`src/rtl/cola_dispense_ctrl.sv`:
```
// cola_dispense_ctrl: queues cola/coin requests and runs one shared-supply motor at a time.
module cola_dispense_ctrl #(
    parameter int MOTOR_CYC   = 50,
    parameter int TIMEOUT_CYC = 200,
    parameter int PEND_W      = 3
) (
    input  logic              sys_clk,
    input  logic              sys_rst_n,
    input  logic              pi_cola,
    input  logic              pi_change,
    input  logic              pi_sensor_cola,
    input  logic              pi_sensor_coin,
    input  logic              pi_err_clr,
    output logic              po_motor_cola,
    output logic              po_motor_coin,
    output logic              po_busy,
    output logic              po_err,
    output logic              po_ovf,
    output logic [PEND_W-1:0] po_cola_pend,
    output logic [PEND_W-1:0] po_coin_pend
);
    localparam int TMAX = (MOTOR_CYC > TIMEOUT_CYC) ? MOTOR_CYC : TIMEOUT_CYC;
    localparam int TW   = $clog2(TMAX + 1);
    localparam logic [5:0] IDLE      = 6'b000001;
    localparam logic [5:0] COLA_RUN  = 6'b000010;
    localparam logic [5:0] COLA_WAIT = 6'b000100;
    localparam logic [5:0] COIN_RUN  = 6'b001000;
    localparam logic [5:0] COIN_WAIT = 6'b010000;
    localparam logic [5:0] ERR       = 6'b100000;
    localparam logic [PEND_W-1:0] PMAX     = '1;
    localparam logic [TW-1:0]     RUN_LAST = TW'(MOTOR_CYC - 1);
    localparam logic [TW-1:0]     TO_LAST  = TW'(TIMEOUT_CYC - 1);

    logic [5:0]        state_q, state_d;
    logic [TW-1:0]     timer_q, timer_d;
    logic [PEND_W-1:0] cola_pend_q, cola_pend_d, coin_pend_q, coin_pend_d;
    logic              last_cola_q, last_cola_d;
    logic              seen_q, seen_d;
    logic              motor_cola_q, motor_cola_d, motor_coin_q, motor_coin_d;
    logic              ovf_q, ovf_d;
    logic [2:0]        sync_cola_q, sync_cola_d, sync_coin_q, sync_coin_d;
    logic              edge_cola, edge_coin, edge_act;
    logic              grant_cola, grant_coin, cola_inc, coin_inc;

    always_comb begin
        sync_cola_d = {sync_cola_q[1:0], pi_sensor_cola};
        sync_coin_d = {sync_coin_q[1:0], pi_sensor_coin};
        edge_cola   = sync_cola_q[1] & ~sync_cola_q[2];
        edge_coin   = sync_coin_q[1] & ~sync_coin_q[2];
        // only the channel currently being dispensed may complete the wait
        edge_act    = (state_q == COLA_RUN || state_q == COLA_WAIT) ? edge_cola : edge_coin;
    end

    always_comb begin
        state_d     = state_q;
        timer_d     = timer_q;
        seen_d      = 1'b0;
        last_cola_d = last_cola_q;
        grant_cola  = 1'b0;
        grant_coin  = 1'b0;
        case (state_q)
            IDLE: begin
                timer_d    = '0;
                grant_cola = (cola_pend_q != '0) && ((coin_pend_q == '0) || !last_cola_q);
                grant_coin = !grant_cola && (coin_pend_q != '0);
                state_d    = grant_cola ? COLA_RUN : grant_coin ? COIN_RUN : IDLE;
                last_cola_d = grant_cola ? 1'b1 : grant_coin ? 1'b0 : last_cola_q;
            end
            COLA_RUN, COIN_RUN: begin
                seen_d  = seen_q | edge_act;
                timer_d = (timer_q == RUN_LAST) ? '0 : timer_q + TW'(1);
                state_d = (timer_q != RUN_LAST) ? state_q : (state_q == COLA_RUN) ? COLA_WAIT : COIN_WAIT;
            end
            COLA_WAIT, COIN_WAIT: begin
                timer_d = (seen_q || edge_act || timer_q == TO_LAST) ? '0 : timer_q + TW'(1);
                state_d = (seen_q || edge_act) ? IDLE : (timer_q == TO_LAST) ? ERR : state_q;
            end
            ERR:     state_d = pi_err_clr ? IDLE : ERR;
            default: state_d = IDLE;
        endcase
    end

    always_comb begin
        cola_inc     = pi_cola & (cola_pend_q != PMAX);
        coin_inc     = pi_change & (coin_pend_q != PMAX);
        cola_pend_d  = cola_pend_q + PEND_W'(cola_inc) - PEND_W'(grant_cola);
        coin_pend_d  = coin_pend_q + PEND_W'(coin_inc) - PEND_W'(grant_coin);
        ovf_d        = (ovf_q & ~pi_err_clr) | (pi_cola & ~cola_inc) | (pi_change & ~coin_inc);
        motor_cola_d = (state_d == COLA_RUN);
        motor_coin_d = (state_d == COIN_RUN);
    end

    always_ff @(posedge sys_clk or negedge sys_rst_n) begin
        if (!sys_rst_n) begin
            state_q      <= IDLE;
            timer_q      <= '0;
            cola_pend_q  <= '0;
            coin_pend_q  <= '0;
            last_cola_q  <= 1'b0;
            seen_q       <= 1'b0;
            motor_cola_q <= 1'b0;
            motor_coin_q <= 1'b0;
            ovf_q        <= 1'b0;
            sync_cola_q  <= '0;
            sync_coin_q  <= '0;
        end else begin
            state_q      <= state_d;
            timer_q      <= timer_d;
            cola_pend_q  <= cola_pend_d;
            coin_pend_q  <= coin_pend_d;
            last_cola_q  <= last_cola_d;
            seen_q       <= seen_d;
            motor_cola_q <= motor_cola_d;
            motor_coin_q <= motor_coin_d;
            ovf_q        <= ovf_d;
            sync_cola_q  <= sync_cola_d;
            sync_coin_q  <= sync_coin_d;
        end
    end

    assign po_motor_cola = motor_cola_q;
    assign po_motor_coin = motor_coin_q;
    assign po_busy       = (state_q != IDLE);
    assign po_err        = (state_q == ERR);
    assign po_ovf        = ovf_q;
    assign po_cola_pend  = cola_pend_q;
    assign po_coin_pend  = coin_pend_q;
endmodule
```
`config.mk`:
```
export PLATFORM = sky130hd
export DESIGN_NAME = cola_dispense_ctrl
export DESIGN_NICKNAME = d
export VERILOG_FILES = /design/src/rtl/cola_dispense_ctrl.sv
export SDC_FILE = /design/constraint.sdc
export NUM_CORES = 1
export LEC_CHECK = 0
export CORE_MARGIN = 3
export CORE_UTILIZATION = 30
export CTS_BUF_LIST = sky130_fd_sc_hd__clkbuf_2 sky130_fd_sc_hd__clkbuf_4 sky130_fd_sc_hd__clkbuf_8
export CTS_CLUSTER_SIZE = 12
export DETAILED_ROUTE_END_ITERATION = 10
export GPL_ROUTABILITY_DRIVEN = 0
export GPL_TIMING_DRIVEN = 0
export MAX_ROUTING_LAYER = met4
export RECOVER_POWER = 50
export SYNTH_ARGS = -nofsm -noshare
export SYNTH_HDL_FRONTEND = slang
export SYNTH_SLANG_ARGS = --single-unit
```
`constraint.sdc`:
```
create_clock -name sys_clk -period 2.98 [get_ports sys_clk]
set_input_delay 0.298 -clock sys_clk [delete_from_list [all_inputs] [get_ports sys_clk]]
set_output_delay 0.298 -clock sys_clk [all_outputs]
set_load 0.02 [all_outputs]
```
==> results of run 1 <==
where the power goes:
part / internal [mW] / switching, mW / leakage, nW
clock network: 0.172 / 0.160 / 0.0446
logic: 0.417 / 0.474 / 0.456
registers: 0.536 / 0.0997 / 0.394
total: 1.12 / 0.734 / 0.895
area by class of cell:
cell class	count	share of cell area [%]
inverters	16	2.99
multi-input cells	108	40.3
plain buffers	3	1.06
flip-flops and latches	31	38.7
clock buffers	6	3.80
repair buffers	17	8.16
clock inverters	2	0.623
well taps	70	4.36
how the worst min path moves through the flow:
stage	start	endpoint	slack, ns	depth (start not counted)
CTS	sys_rst_n	sync_cola_q[1]$_DFF_PN0_	0.09	1
finish	sync_coin_q[0]$_DFF_PN0_	sync_coin_q[1]$_DFF_PN0_	0.35	0
floorplan	sys_rst_n	last_cola_q$_DFFE_PN0P_	0.002	0
detailed placement	sync_coin_q[0]$_DFF_PN0_	sync_coin_q[1]$_DFF_PN0_	0.34	0
global route	sync_coin_q[0]$_DFF_PN0_	sync_coin_q[1]$_DFF_PN0_	0.37	0
global placement	sync_cola_q[0]$_DFF_PN0_	sync_cola_q[1]$_DFF_PN0_	0.33	0
sequential cells by signal (all words and copies together), names as in the netlist, 3 cells and up:
| register | count |
|---|---|
| po_coin_pend | 3 |
| sync_cola_q | 3 |
| timer_q | 8 |
| po_cola_pend | 3 |
| state_q | 6 |
| sync_coin_q | 3 |
kinds of logic after synthesis:
logic type	share of synthesized area, %
flip-flops	46.6
buffers and inverters	4.88
AND/OR/NAND/NOR	22.7
XOR/XNOR	4.20
AO/OA/AOI/OAI	11.4
adder cells (fa/ha/maj)	6.90
multiplexers	3.30
cell usage in the layout (no fill, tap or decap), drive strengths merged, types with 2 or more instances in the layout:
| master | n |
|---|---|
| o22ai | 3 |
| nand3b | 3 |
| clkdlybuf4s50 | 14 |
| a21o | 3 |
| clkbuf | 7 |
| or3 | 4 |
| a21oi | 5 |
| dlygate4sd3 | 2 |
| and3 | 4 |
| buf | 3 |
| mux2i | 4 |
| dfrtp | 30 |
| fa | 2 |
| a211oi | 4 |
| nor4 | 4 |
| ha | 6 |
| nor3 | 10 |
| nor2 | 16 |
| nand2 | 10 |
| inv | 16 |
| xor2 | 2 |
| xnor2 | 6 |
| o21bai | 2 |
| o21ai | 3 |
| and2 | 3 |
| nand3 | 3 |
critical path, stage by stage, from the launching register on:
cell      delay, ns
dfrtp_1        0.36
buf_2          0.18
nor4_4         0.32
nand3b_2       0.22
nor2_1         0.32
ha_1           0.19
inv_1          0.04
ha_1           0.18
fa_1           0.37
xnor2_1        0.17
xnor2_1        0.13
routing by layer:
| layer | GRT usage (%) | up-vias | wire length [µm] |
|---|---|---|---|
| li1 | - | 594 | - |
| met1 | 13.9 | 580 | 1530 |
| met2 | 18.0 | 14 | 1470 |
| met3 | 3.36 | 9 | 82 |
| met4 | 5.07 | 0 | 67 |
| met5 | - | - | 0 |
Yosys cell counts (3+ instances only):
| master | instances |
|---|---|
| nor2_1 | 15 |
| and2_1 | 3 |
| a21oi_1 | 4 |
| o22ai_1 | 3 |
| ha_1 | 6 |
| nand3_1 | 3 |
| nor3_2 | 4 |
| nor3_1 | 6 |
| dfrtp_1 | 30 |
| a21o_1 | 3 |
| inv_1 | 16 |
| mux2i_1 | 4 |
| xnor2_1 | 6 |
| nand2_1 | 10 |
| and3_1 | 4 |
==> impl_metrics.py, run 1 <==
metrics = {
    "sta": {
        "period_share_pct": 85.2,
        "rsz0062_at_grt": "no",
        "holdWs_ns": 0.350,
        "period_needed_ns": 2.54,
        "finalSetupTns_ns": 0,
        "slew_headroom_pct": -11.2,
        "setup_viol": 0,
        "fin_skew_ns": 0.00879,
        "worstMarginPinSlew_ns": 1.67,
        "hold_viol": 0,
        "fmax_mhz": 394,
        "slew_violations": 32,
        "fin_ws_ns": 0.441,
    },
    "drt": {
        "first_pass_iters": 4,
        "ant_nets": 0,
        "avgViaCountPerCell": 4.73,
        "drc": 0,
        "drt_iter0_markers": 58,
        "wl_mm": 3.15,
        "num_vias": 1197,
        "wl_per_cell_um": 12.5,
    },
    "place": {
        "dp_hpwl_mm": 2.30,
        "placed_area_um2": 1920,
        "dp.cells": 245,
        "dp_slack_ns": 0.411,
        "io_buffers": 17,
    },
    "critical_path": {
        "r2r_end": "po_coin_pend[2]$_DFF_PN0_",
        "critPathMaxFanout": 8,
        "rr_worst_depth": 10,
        "critPathLaunchType": "flip-flop",
        "criticalPathCategory": "flip-flop to flip-flop",
        "critPathArrivalTime_ns": 2.75,
        "end_kind": "flip-flop",
        "r2r-start": "state_q[4]$_DFF_PN0_",
        "crit_path_start": "state_q[4]$_DFF_PN0_",
        "r2r_slack_ns": 0.44,
        "endpoint": "po_coin_pend[2]$_DFF_PN0_",
        "cp.required_ns": 3.19,
    },
    "clock_network": {
        "cts_hold_buf": 0,
        "cts_tree": "done",
        "cts_buffers": 5,
        "post_cts_buffers": 0,
        "clock_sinks": 31,
        "h-tree-depth": 2,
        "cts-root-buf": "clkbuf_8",
        "cts.repair.resized": 0,
        "cts.clk_slew.worst_paths_ns": 0.07,
        "cts_buffer_depth": 2,
        "clkLatencyLatePin_ns": 0.29,
    },
    "status": {
        "failed_checks": "capacitance limit, slew limit",
        "outcome": "complete, but fails checks",
    },
    "synth": {
        "synth_nets": 173,
        "synthFlopType": "dfrtp_1",
        "syn_inst": 158,
        "synth_seq_area_share_pct": 46.6,
        "synth_area_leaders": "dfrtp_1 45%, ha_1 4.5%, inv_1 3.6%",
        "yosys.area.top_type_share_pct": 45.0,
        "synth_edf_count": 0,
        "syn-cell-area_um2": 1670,
        "synthArstFlopShare_pct": 100,
        "synth_top_area_cell": "dfrtp_1",
        "synth.avg_cell_area_um2": 10.6,
        "synth_warnings": 0,
        "synth_seq_cells": 31,
        "synth.distinct_cells": 45,
    },
    "flow_run": {
        "max_cap_viol_count": 1,
    },
    "cells_and_area": {
        "register_area_um2": 777,
        "fin_cells": 253,
        "drive_gt1_share_pct": 15.3,
        "area_growth_pct": 20.4,
        "multi_input_area_um2": 810,
        "fillers": 533,
        "n_antenna_cell": 0,
        "final_nets": 197,
        "fin_area_um2": 2010,
        "final_util_pct": 38.3,
    },
    "floorplanning": {
        "die_x_um": 80.6,
        "die_y_um": 80.6,
        "core_um2": 5240,
        "start_util_pct": 31.8,
        "dieArea_um2": 6490,
        "rows": 26,
        "pin_count": 18,
    },
    "global_route": {
        "grt_first_pass_wirelength_mm": 5.50,
        "antenna_found_initial": 0,
        "grt_pass1_vias": 1168,
        "groute.usage.overall_pct": 11.6,
        "grt_overflow_total": 0,
        "grt_max_degree": 32,
    },
    "pwr": {
        "powerDensity_nw_per_um2": 926,
        "ir_drop_v": 0.000476,
        "total_power_mw": 1.86,
        "p_leak_nw": 0.895,
    },
    "hold_path": {
        "hold_path_class": "flip-flop to flip-flop",
    },
}
(Power assumes the default switching activity.)
==> run 2: changes to the inputs <==
==> constraint.sdc (replaced) <==
create_clock -name sys_clk -period 2.98 [get_ports sys_clk]
set_input_delay 0.894 -clock sys_clk [delete_from_list [all_inputs] [get_ports sys_clk]]
set_output_delay 0.894 -clock sys_clk [all_outputs]
set_load 0.02 [all_outputs]
==> results of run 2 <==
Same layout as run 1 (identical final DEF). Status: complete, but fails checks: capacitance limit, slew limit.
Main changes from that run: setup slack after placement 0.411 ns -> 0.290 ns; setup slack after layout 0.441 ns -> 0.143 ns; end point of the critical path po_coin_pend[2]$_DFF_PN0_ -> po_busy
